File: config.mk
export PLATFORM = sky130hd
export DESIGN_NAME = rv_decode_stage_flat
export DESIGN_NICKNAME = d
export VERILOG_FILES = /design/src/rtl/rv32_pkg.sv /design/src/rtl/rv_decode_stage_if.sv /design/src/rtl/rv_regfile_2r1w.sv /design/src/rtl/rv_decode_stage.sv /design/src/flat_wrapper.sv
export SDC_FILE = /design/constraint.sdc
export NUM_CORES = 2
export LEC_CHECK = 0
export ABC_AREA = 1
export CORE_MARGIN = 2
export CORE_UTILIZATION = 50
export CTS_BUF_LIST = sky130_fd_sc_hd__clkbuf_8
export CTS_CLUSTER_DIAMETER = 30
export DETAILED_ROUTE_END_ITERATION = 10
export PLACE_DENSITY = 0.75
export SYNTH_ARGS = -nofsm -noshare
export SYNTH_HDL_FRONTEND = slang
export SYNTH_SLANG_ARGS = --single-unit
File: constraint.sdc
create_clock -name clk -period 2.8 [get_ports clk]
set_input_delay 0.56 -clock clk [delete_from_list [all_inputs] [get_ports clk]]
set_output_delay 0.56 -clock clk [all_outputs]
set_load 0.01 [all_outputs]
File: src/rtl/rv32_pkg.sv
// Shared RV32I decode constants: opcodes, instruction classes, immediate formats,
// and the decoded-instruction record held by the decode stage.
package rv32_pkg;

   localparam logic [6:0] OPC_OP     = 7'b0110011;
   localparam logic [6:0] OPC_OP_IMM = 7'b0010011;
   localparam logic [6:0] OPC_LOAD   = 7'b0000011;
   localparam logic [6:0] OPC_STORE  = 7'b0100011;
   localparam logic [6:0] OPC_BRANCH = 7'b1100011;
   localparam logic [6:0] OPC_JAL    = 7'b1101111;
   localparam logic [6:0] OPC_JALR   = 7'b1100111;
   localparam logic [6:0] OPC_LUI    = 7'b0110111;
   localparam logic [6:0] OPC_AUIPC  = 7'b0010111;

   typedef enum logic [2:0] {
      KIND_ALU    = 3'd0,
      KIND_LOAD   = 3'd1,
      KIND_STORE  = 3'd2,
      KIND_BRANCH = 3'd3,
      KIND_JAL    = 3'd4,
      KIND_JALR   = 3'd5
   } kind_e;

   typedef enum logic [2:0] {IMM_I, IMM_S, IMM_B, IMM_U, IMM_J} imm_fmt_e;

   typedef struct packed {
      logic [31:0] a;
      logic [31:0] b;
      logic [6:0]  func7;
      logic [2:0]  func3;
      logic [6:0]  op;
      logic [31:0] store_data;
      logic [4:0]  rd;
      logic        rd_we;
      kind_e       kind;
      logic [31:0] pc;
      logic [31:0] link;
      logic        illegal;
   } dec_t;

   // All formats sign-extend from bit 31; U places its 20 bits at 31:12.
   function automatic logic [31:0] gen_imm(input logic [31:0] i, input imm_fmt_e fmt);
      case (fmt)
         IMM_I:   return {{20{i[31]}}, i[31:20]};
         IMM_S:   return {{20{i[31]}}, i[31:25], i[11:7]};
         IMM_B:   return {{19{i[31]}}, i[31], i[7], i[30:25], i[11:8], 1'b0};
         IMM_U:   return {i[31:12], 12'b0};
         default: return {{11{i[31]}}, i[31], i[19:12], i[20], i[30:21], 1'b0};
      endcase
   endfunction

endpackage

File: src/rtl/rv_decode_stage_if.sv
// Fetch-side input, writeback port and execute-side output of the decode stage.
// valid/ready: a transfer happens on a rising edge where valid & ready are both high;
// the sender holds its payload stable while valid is high and ready is low.
interface rv_decode_stage_if;
   logic        in_valid;
   logic        in_ready;
   logic [31:0] in_instr;
   logic [31:0] in_pc;
   logic        flush;
   logic        wb_en;
   logic [4:0]  wb_rd;
   logic [31:0] wb_data;
   logic        out_valid;
   logic        out_ready;
   logic [31:0] out_a;
   logic [31:0] out_b;
   logic [6:0]  out_func7;
   logic [2:0]  out_func3;
   logic [6:0]  out_op;
   logic [31:0] out_store_data;
   logic [4:0]  out_rd;
   logic        out_rd_we;
   logic [2:0]  out_kind;
   logic [31:0] out_pc;
   logic [31:0] out_link;
   logic        out_illegal;

   modport slave (
      input  in_valid, in_instr, in_pc, flush, wb_en, wb_rd, wb_data, out_ready,
      output in_ready, out_valid, out_a, out_b, out_func7, out_func3, out_op,
             out_store_data, out_rd, out_rd_we, out_kind, out_pc, out_link, out_illegal
   );

   modport master (
      output in_valid, in_instr, in_pc, flush, wb_en, wb_rd, wb_data, out_ready,
      input  in_ready, out_valid, out_a, out_b, out_func7, out_func3, out_op,
             out_store_data, out_rd, out_rd_we, out_kind, out_pc, out_link, out_illegal
   );
endinterface

File: src/rtl/rv_regfile_2r1w.sv
// 32x32 register file: two asynchronous reads, one write, x0 reads zero,
// and a same-cycle write is forwarded to the read ports.
module rv_regfile_2r1w (
   input  logic        clk,
   input  logic [4:0]  raddr1,
   input  logic [4:0]  raddr2,
   output logic [31:0] rdata1,
   output logic [31:0] rdata2,
   input  logic        we,
   input  logic [4:0]  waddr,
   input  logic [31:0] wdata
);
   logic [31:0] mem [32];

   always_ff @(posedge clk) begin
      if (we && waddr != 5'd0) mem[waddr] <= wdata;
   end

   assign rdata1 = (raddr1 == 5'd0) ? 32'd0 :
                   (we && waddr == raddr1) ? wdata : mem[raddr1];
   assign rdata2 = (raddr2 == 5'd0) ? 32'd0 :
                   (we && waddr == raddr2) ? wdata : mem[raddr2];
endmodule

File: src/rtl/rv_decode_stage.sv
// RV32I decode / operand-fetch stage: reads rs1/rs2, builds immediates and
// ALU operands, and holds them in an output register behind a valid/ready handshake.
module rv_decode_stage
   import rv32_pkg::*;
#(
   parameter int          XLEN          = 32,
   parameter logic [31:0] RESET_PC_LINK = 32'h0
) (
   input logic               clk,
   input logic               resetn,
   rv_decode_stage_if.slave  bus
);
   logic [6:0]      opcode;
   logic [4:0]      rd;
   logic [2:0]      f3;
   logic [6:0]      f7;
   logic [XLEN-1:0] rs1_val;
   logic [XLEN-1:0] rs2_val;
   logic            valid;
   logic            capture;
   dec_t            d;
   dec_t            q;

   assign opcode = bus.in_instr[6:0];
   assign rd     = bus.in_instr[11:7];
   assign f3     = bus.in_instr[14:12];
   assign f7     = bus.in_instr[31:25];

   rv_regfile_2r1w u_regfile (
      .clk    (clk),
      .raddr1 (bus.in_instr[19:15]),
      .raddr2 (bus.in_instr[24:20]),
      .rdata1 (rs1_val),
      .rdata2 (rs2_val),
      .we     (bus.wb_en),
      .waddr  (bus.wb_rd),
      .wdata  (bus.wb_data)
   );

   assign bus.in_ready = ~valid | bus.out_ready;
   assign capture      = bus.in_valid & bus.in_ready & ~bus.flush;

   always_comb begin
      d            = '0;
      d.op         = OPC_OP_IMM;
      d.kind       = KIND_ALU;
      d.rd         = rd;
      d.store_data = rs2_val;
      d.pc         = bus.in_pc;
      d.link       = bus.in_pc + 32'd4;
      case (opcode)
         OPC_OP: begin
            d.a = rs1_val; d.b = rs2_val;
            d.func7 = f7; d.func3 = f3; d.op = opcode; d.rd_we = 1'b1;
         end
         OPC_OP_IMM: begin
            d.a = rs1_val; d.b = gen_imm(bus.in_instr, IMM_I);
            d.func3 = f3; d.rd_we = 1'b1;
            // Only shifts carry a meaningful func7 (SRAI vs SRLI).
            if (f3 == 3'b001 || f3 == 3'b101) d.func7 = f7;
         end
         OPC_LOAD: begin
            d.a = rs1_val; d.b = gen_imm(bus.in_instr, IMM_I);
            d.rd_we = 1'b1; d.kind = KIND_LOAD;
         end
         OPC_STORE: begin
            d.a = rs1_val; d.b = gen_imm(bus.in_instr, IMM_S); d.kind = KIND_STORE;
         end
         OPC_BRANCH: begin
            // Branches compare by having the ALU subtract rs1 - rs2.
            d.a = rs1_val; d.b = rs2_val;
            d.func7 = 7'b0100000; d.func3 = f3; d.op = OPC_OP; d.kind = KIND_BRANCH;
         end
         OPC_JAL: begin
            d.a = bus.in_pc; d.b = gen_imm(bus.in_instr, IMM_J);
            d.rd_we = 1'b1; d.kind = KIND_JAL;
         end
         OPC_JALR: begin
            d.a = rs1_val; d.b = gen_imm(bus.in_instr, IMM_I);
            d.rd_we = 1'b1; d.kind = KIND_JALR;
         end
         OPC_LUI: begin
            d.b = gen_imm(bus.in_instr, IMM_U); d.rd_we = 1'b1;
         end
         OPC_AUIPC: begin
            d.a = bus.in_pc; d.b = gen_imm(bus.in_instr, IMM_U); d.rd_we = 1'b1;
         end
         default: d.illegal = 1'b1;
      endcase
      if (rd == 5'd0) d.rd_we = 1'b0;
   end

   // Flush wins over capture; a consume without a new capture empties the stage.
   always_ff @(posedge clk or negedge resetn) begin
      if (!resetn) begin
         valid  <= 1'b0;
         q      <= '0;
         q.pc   <= RESET_PC_LINK;
         q.link <= RESET_PC_LINK;
      end else if (bus.flush) begin
         valid <= 1'b0;
      end else if (capture) begin
         valid <= 1'b1;
         q     <= d;
      end else if (bus.out_ready) begin
         valid <= 1'b0;
      end
   end

   assign bus.out_valid      = valid;
   assign bus.out_a          = q.a;
   assign bus.out_b          = q.b;
   assign bus.out_func7      = q.func7;
   assign bus.out_func3      = q.func3;
   assign bus.out_op         = q.op;
   assign bus.out_store_data = q.store_data;
   assign bus.out_rd         = q.rd;
   assign bus.out_rd_we      = q.rd_we;
   assign bus.out_kind       = q.kind;
   assign bus.out_pc         = q.pc;
   assign bus.out_link       = q.link;
   assign bus.out_illegal    = q.illegal;
endmodule

File: src/flat_wrapper.sv
// flat-port wrapper written by rule: the top's interface ports become plain ports
module rv_decode_stage_flat import rv32_pkg::*;
#(
   parameter int          XLEN          = 32,
   parameter logic [31:0] RESET_PC_LINK = 32'h0
)
  (clk, resetn, bus_in_valid, bus_in_instr, bus_in_pc, bus_flush, bus_wb_en, bus_wb_rd, bus_wb_data, bus_out_ready, bus_in_ready, bus_out_valid, bus_out_a, bus_out_b, bus_out_func7, bus_out_func3, bus_out_op, bus_out_store_data, bus_out_rd, bus_out_rd_we, bus_out_kind, bus_out_pc, bus_out_link, bus_out_illegal);
  rv_decode_stage_if bus_i ();
  input logic clk;
  input logic resetn;
  input wire logic [$bits(bus_i.in_valid)-1:0] bus_in_valid;
  input wire logic [$bits(bus_i.in_instr)-1:0] bus_in_instr;
  input wire logic [$bits(bus_i.in_pc)-1:0] bus_in_pc;
  input wire logic [$bits(bus_i.flush)-1:0] bus_flush;
  input wire logic [$bits(bus_i.wb_en)-1:0] bus_wb_en;
  input wire logic [$bits(bus_i.wb_rd)-1:0] bus_wb_rd;
  input wire logic [$bits(bus_i.wb_data)-1:0] bus_wb_data;
  input wire logic [$bits(bus_i.out_ready)-1:0] bus_out_ready;
  output wire logic [$bits(bus_i.in_ready)-1:0] bus_in_ready;
  output wire logic [$bits(bus_i.out_valid)-1:0] bus_out_valid;
  output wire logic [$bits(bus_i.out_a)-1:0] bus_out_a;
  output wire logic [$bits(bus_i.out_b)-1:0] bus_out_b;
  output wire logic [$bits(bus_i.out_func7)-1:0] bus_out_func7;
  output wire logic [$bits(bus_i.out_func3)-1:0] bus_out_func3;
  output wire logic [$bits(bus_i.out_op)-1:0] bus_out_op;
  output wire logic [$bits(bus_i.out_store_data)-1:0] bus_out_store_data;
  output wire logic [$bits(bus_i.out_rd)-1:0] bus_out_rd;
  output wire logic [$bits(bus_i.out_rd_we)-1:0] bus_out_rd_we;
  output wire logic [$bits(bus_i.out_kind)-1:0] bus_out_kind;
  output wire logic [$bits(bus_i.out_pc)-1:0] bus_out_pc;
  output wire logic [$bits(bus_i.out_link)-1:0] bus_out_link;
  output wire logic [$bits(bus_i.out_illegal)-1:0] bus_out_illegal;
  assign bus_i.in_valid = bus_in_valid;
  assign bus_i.in_instr = bus_in_instr;
  assign bus_i.in_pc = bus_in_pc;
  assign bus_i.flush = bus_flush;
  assign bus_i.wb_en = bus_wb_en;
  assign bus_i.wb_rd = bus_wb_rd;
  assign bus_i.wb_data = bus_wb_data;
  assign bus_i.out_ready = bus_out_ready;
  assign bus_in_ready = bus_i.in_ready;
  assign bus_out_valid = bus_i.out_valid;
  assign bus_out_a = bus_i.out_a;
  assign bus_out_b = bus_i.out_b;
  assign bus_out_func7 = bus_i.out_func7;
  assign bus_out_func3 = bus_i.out_func3;
  assign bus_out_op = bus_i.out_op;
  assign bus_out_store_data = bus_i.out_store_data;
  assign bus_out_rd = bus_i.out_rd;
  assign bus_out_rd_we = bus_i.out_rd_we;
  assign bus_out_kind = bus_i.out_kind;
  assign bus_out_pc = bus_i.out_pc;
  assign bus_out_link = bus_i.out_link;
  assign bus_out_illegal = bus_i.out_illegal;
  rv_decode_stage #(.XLEN(XLEN), .RESET_PC_LINK(RESET_PC_LINK)) u_core (.clk(clk), .resetn(resetn), .bus(bus_i));
endmodule
==> flow_summary.html <==
<table>
<tr><th>Metric</th><th>Value</th></tr>
<tr><th colspan="2">Layout</th></tr>
<tr><td>Combined flip-flop and latch cell area</td><td>0.03540 mm2</td></tr>
<tr><td>Proportion of layout cells with a drive suffix above 1</td><td>12.80%</td></tr>
<tr><td>Area grow syn2layout</td><td>21.32%</td></tr>
<tr><td>Post-route design area</td><td>0.07410 mm2</td></tr>
<tr><td>Number of inserted filler cells in the final layout</td><td>9,838</td></tr>
<tr><td>Multi-input logic area</td><td>0.02122 mm2</td></tr>
<tr><td>Fin nets</td><td>7,371</td></tr>
<tr><td>Core occupancy in the finished layout</td><td>60.96%</td></tr>
<tr><th colspan="2">Floorplanning</th></tr>
<tr><td>Full die area</td><td>0.1250 mm2</td></tr>
<tr><td>CORE AREA</td><td>0.1216 mm2</td></tr>
<tr><td>Initial cell density of the core</td><td>50.25%</td></tr>
<tr><td># IOs</td><td>296</td></tr>
<tr><td>Cell Rows</td><td>128</td></tr>
<tr><td>X dimension of the die</td><td>353.5 um</td></tr>
<tr><td>Vertical die dimension</td><td>353.5 um</td></tr>
<tr><th colspan="2">Yosys</th></tr>
<tr><td>Post-synthesis async set-or-reset flop share</td><td>15.37%</td></tr>
<tr><td>Most instantiated flip-flop cell in the synthesis netlist</td><td>sky130_fd_sc_hd__edfxtp_1</td></tr>
<tr><td>Synth Area in Compound Gates</td><td>13.81%</td></tr>
<tr><td>Sequential area share after synthesis</td><td>57.96%</td></tr>
<tr><td>Dominant cell type by area after synthesis</td><td>sky130_fd_sc_hd__edfxtp_1</td></tr>
<tr><td>Area fraction in and, or, nand and nor cells after synthesis</td><td>20.30%</td></tr>
<tr><td>Synth Area in XOR/XNOR</td><td>0.01434%</td></tr>
<tr><td>Largest cells by area after synthesis</td><td>sky130_fd_sc_hd__edfxtp_1, sky130_fd_sc_hd__nand2_1, sky130_fd_sc_hd__dfrtp_1, sky130_fd_sc_hd__nand3_1, sky130_fd_sc_hd__o21ai_0</td></tr>
<tr><td>Post-synthesis adder-cell area fraction</td><td>0.02049%</td></tr>
<tr><td>Number of flip-flops and latches in the synthesized netlist</td><td>1,210</td></tr>
<tr><td>Yosys cell types</td><td>49</td></tr>
<tr><td>Dominant combinational cell family by area after synthesis</td><td>simple AND/OR/NAND/NOR gates</td></tr>
<tr><td>Syn avg cell area</td><td>9.053 um2</td></tr>
<tr><td>Number of enable flip-flop cells after synthesis</td><td>1,024</td></tr>
<tr><td>Area share of the leading cell type in the synthesized netlist</td><td>50.34%</td></tr>
<tr><td>Mapped Area</td><td>0.06108 mm2</td></tr>
<tr><td>Gate count after technology mapping</td><td>6,747</td></tr>
<tr><td>Synth warn</td><td>0</td></tr>
<tr><td>Post-synthesis mux area share</td><td>0%</td></tr>
<tr><th colspan="2">Global routing</th></tr>
<tr><td>Global-route congestion overflow total</td><td>0</td></tr>
<tr><td>Initial antenna violation count</td><td>12</td></tr>
<tr><td>Number of global-route vias before repair</td><td>52,970</td></tr>
<tr><td>Tot GR Track Use</td><td>36.51%</td></tr>
<tr><td>Maximum number of pins on one net before global-route repair</td><td>98</td></tr>
<tr><td>First-pass GRT wire length</td><td>337,500 um</td></tr>
<tr><th colspan="2">Setup path</th></tr>
<tr><td>Critical path cell sequence</td><td>clkdlybuf4s50_1</td></tr>
<tr><td>Data required time at the worst endpoint</td><td>2.24 ns</td></tr>
<tr><td>Endpoint arrival time on the critical path</td><td>2.12 ns</td></tr>
<tr><td>Worst path slowest cell</td><td>sky130_fd_sc_hd__clkdlybuf4s50_1</td></tr>
<tr><td>Slowest Stage Delay on Critical Path</td><td>0.62 ns</td></tr>
<tr><td>Kind of launch point of the worst setup path</td><td>flip-flop</td></tr>
<tr><td>Critical Setup Path Class</td><td>flip-flop to output pin</td></tr>
<tr><td>Nature of the critical path endpoint</td><td>output pin</td></tr>
<tr><td>Highest net fanout along the worst path</td><td>2</td></tr>
<tr><td>Critical path buffer and inverter count</td><td>1</td></tr>
<tr><td>Top cell family by delay on the critical path</td><td>buffers and inverters</td></tr>
<tr><th colspan="2">CTS</th></tr>
<tr><td>Number of H-tree levels</td><td>4</td></tr>
<tr><td>Maximum clock insertion buffer count</td><td>3</td></tr>
<tr><td>CTS sink count</td><td>1,210</td></tr>
<tr><td>Later-pin clock latency in the skew report</td><td>0.96 ns</td></tr>
<tr><td>CTS clk-pin slew, worst paths</td><td>0.06 ns</td></tr>
<tr><td>Clock root buffer</td><td>sky130_fd_sc_hd__clkbuf_8</td></tr>
<tr><td>CTS tree</td><td>yes</td></tr>
<tr><td>Number of CTS-inserted buffers</td><td>235</td></tr>
<tr><th colspan="2">Route</th></tr>
<tr><td>Detailed-route wire length per cell</td><td>25.65 um</td></tr>
<tr><td>Routed Wire Length</td><td>233,100 um</td></tr>
<tr><td>Remaining design rule violation count</td><td>0</td></tr>
<tr><td>Number of nets still failing antenna checks after routing</td><td>0</td></tr>
<tr><td>Total iterations of the first detailed-routing run</td><td>8</td></tr>
<tr><td>Detail-routed via count per cell</td><td>6.129</td></tr>
<tr><td>Number of DRC violations after detailed-routing iteration 0</td><td>8,911</td></tr>
<tr><td>Number of vias after detailed routing</td><td>55,700</td></tr>
<tr><th colspan="2">STA</th></tr>
<tr><td>Actual slew at the worst max-slew pin</td><td>1.172 ns</td></tr>
<tr><td>Count of pins over their slew limit</td><td>0</td></tr>
<tr><td>Hold Violations, Final</td><td>0</td></tr>
<tr><td>Setup repair after global routing missed its margin</td><td>false</td></tr>
<tr><td>Setup violators final</td><td>0</td></tr>
<tr><td>Upper clock frequency limit</td><td>372.5 MHz</td></tr>
<tr><td>Maximum clock skew at final layout</td><td>0.05554 ns</td></tr>
<tr><td>Headroom to the max-slew limit</td><td>21.01%</td></tr>
<tr><td>Clock period minus final worst setup slack</td><td>2.684 ns</td></tr>
<tr><td>Final worst path period share</td><td>95.87%</td></tr>
<tr><th colspan="2">Place</th></tr>
<tr><td>Number of I/O port buffers</td><td>295</td></tr>
<tr><td>Routability-driven placement congestion ratio</td><td>1.008</td></tr>
<tr><td>Placed cell area</td><td>0.06910 mm2</td></tr>
<tr><td>HPWL Detailed</td><td>151,600 um</td></tr>
<tr><th colspan="2">Pwr</th></tr>
<tr><td>Areal power density over the cells</td><td>606.0 mW/mm2</td></tr>
<tr><td>Worst voltage drop across the vdd grid</td><td>0.0004424 V</td></tr>
<tr><td>Leakage power total</td><td>30.13 nW</td></tr>
<tr><th colspan="2">Status</th></tr>
<tr><td>Status</td><td>finished clean</td></tr>
<tr><th colspan="2">Worst hold path</th></tr>
<tr><td>Min-Delay Path Class</td><td>primary input to asynchronous set/reset pin</td></tr>
<tr><th colspan="2">Job</th></tr>
<tr><td>Maximum Capacitance Violations</td><td>0</td></tr>
</table>
-- area by class of cell --
| cell class | count | share of cell area (%) |
|---|---|---|
| flip-flops and latches | 1210 | 47.78 |
| repair buffers | 733 | 10.75 |
| multi-input cells | 4426 | 28.64 |
| inverters | 657 | 3.363 |
| clock inverters | 191 | 2.171 |
| diodes | 2 | 0.006754 |
| clock buffers | 245 | 4.550 |
| well taps | 1625 | 2.744 |
-- path summary, 6_finish.rpt --
kind                                                      startpoint                            endpoint  slack [ns]  cells after the start
max                        u_core.bus.out_store_data[30]$_DFFE_PN0P_              bus_out_store_data[30]        0.12                      1
min                                                           resetn  u_core.bus.out_kind[1]$_DFFE_PN0P_        0.20                      2
max reg2reg                    u_core.u_regfile.mem[10][3]$_DFFE_PP_     u_core.bus.out_b[3]$_DFFE_PN0P_        0.45                     12
min reg2reg                         u_core.bus.out_op[0]$_DFFE_PN0P_    u_core.bus.out_op[0]$_DFFE_PN0P_        0.47                      1
max in group asynchronous                                     resetn    u_core.bus.out_rd_we$_DFFE_PN0P_        1.81                      3
min in group clk                                        bus_in_valid    u_core.bus.out_valid$_DFFE_PN0P_        0.25                      3
-- report_power, final --
part | switching (mW) | internal, mW | leakage (nW)
logic | 3.79 | 2.11 | 15.9
registers | 0.355 | 20.1 | 11.6
clock network | 8.19 | 10.4 | 2.61
total | 12.3 | 32.6 | 30.1
-- flip-flops by register name (all words and copies together), names as in the netlist, 3 cells and up --
register / flops
u_core.bus.out_op: 7
u_core.bus.out_func3: 3
u_core.bus.out_kind: 3
u_core.bus.out_link: 32
u_core.bus.out_store_data: 32
u_core.u_regfile.mem: 1024
u_core.bus.out_pc: 30
u_core.bus.out_a: 32
u_core.bus.out_rd: 5
u_core.bus.out_b: 32
u_core.bus.out_func7: 7
-- layer usage --
layer | wire length [um] | global-route usage, %
met5 | 85 | 0
met4 | 16810 | 23.84
met3 | 34580 | 10.48
met2 | 100500 | 54.25
met1 | 81150 | 46.82
-- cell usage after synthesis, types with 35 or more instances --
library cell                  n
sky130_fd_sc_hd__o211ai_1   315
sky130_fd_sc_hd__edfxtp_1  1024
sky130_fd_sc_hd__dfrtp_1    186
sky130_fd_sc_hd__clkbuf_1   154
sky130_fd_sc_hd__o221ai_1    35
sky130_fd_sc_hd__buf_2      250
sky130_fd_sc_hd__inv_1      646
sky130_fd_sc_hd__o21ai_0    631
sky130_fd_sc_hd__o22ai_1     37
sky130_fd_sc_hd__nand3_1    790
sky130_fd_sc_hd__nor2_1     496
sky130_fd_sc_hd__nand2_1   1517
sky130_fd_sc_hd__or2_2       84
sky130_fd_sc_hd__a21oi_1    370
-- logic make-up (layout without fill, tap and decap cells) --
| logic type | count (synthesis) | in the layout |
|---|---|---|
| flip-flops | 1210 | 1210 |
| adder cells (fa/ha/maj) | 1 | 1 |
| AO/OA/AOI/OAI | 1457 | 1457 |
| AND/OR/NAND/NOR | 2935 | 2935 |
| XOR/XNOR | 1 | 1 |
| other | 1 | 34 |
| buffers and inverters | 1142 | 1826 |
-- layout by cell type (no fill, tap or decap), types with 42 or more instances in the layout --
cell type	count
sky130_fd_sc_hd__a21oi_1	370
sky130_fd_sc_hd__buf_12	137
sky130_fd_sc_hd__buf_4	302
sky130_fd_sc_hd__clkbuf_8	247
sky130_fd_sc_hd__clkdlybuf4s50_1	285
sky130_fd_sc_hd__clkinv_1	42
sky130_fd_sc_hd__dfrtp_1	186
sky130_fd_sc_hd__edfxtp_1	1024
sky130_fd_sc_hd__inv_1	679
sky130_fd_sc_hd__nand2_1	1515
sky130_fd_sc_hd__nand3_1	790
sky130_fd_sc_hd__nor2_1	467
sky130_fd_sc_hd__o211ai_1	315
sky130_fd_sc_hd__o21ai_0	631
sky130_fd_sc_hd__or2_2	84
-- repair_timing --
item	CTS	global route
setup buffers	0	0
hold buffers	1	0
endpoints found under the hold margin	62	0
setup endpoints to repair	0	1
resized for setup	0	1
-- stage by stage --
step	setup TNS, ns	hold WS (ns)	instances	total power, mW	setup WS [ns]
2_1_floorplan	-62.86	0.2644	6778	23.38	-0.9330
6_report	0	0.1980	9089	44.91	0.1157
5_1_grt	0	0.2115	9089	46.14	0.07186
4_1_cts	0	0.1687	9087	44.76	0.05206
3_3_place_gp	-3.219	0.4503	8650	26.39	-0.4356
3_5_place_dp	-3.349	0.4536	8650	26.50	-0.4552
Note: power is estimated with default switching activity, not from simulation.
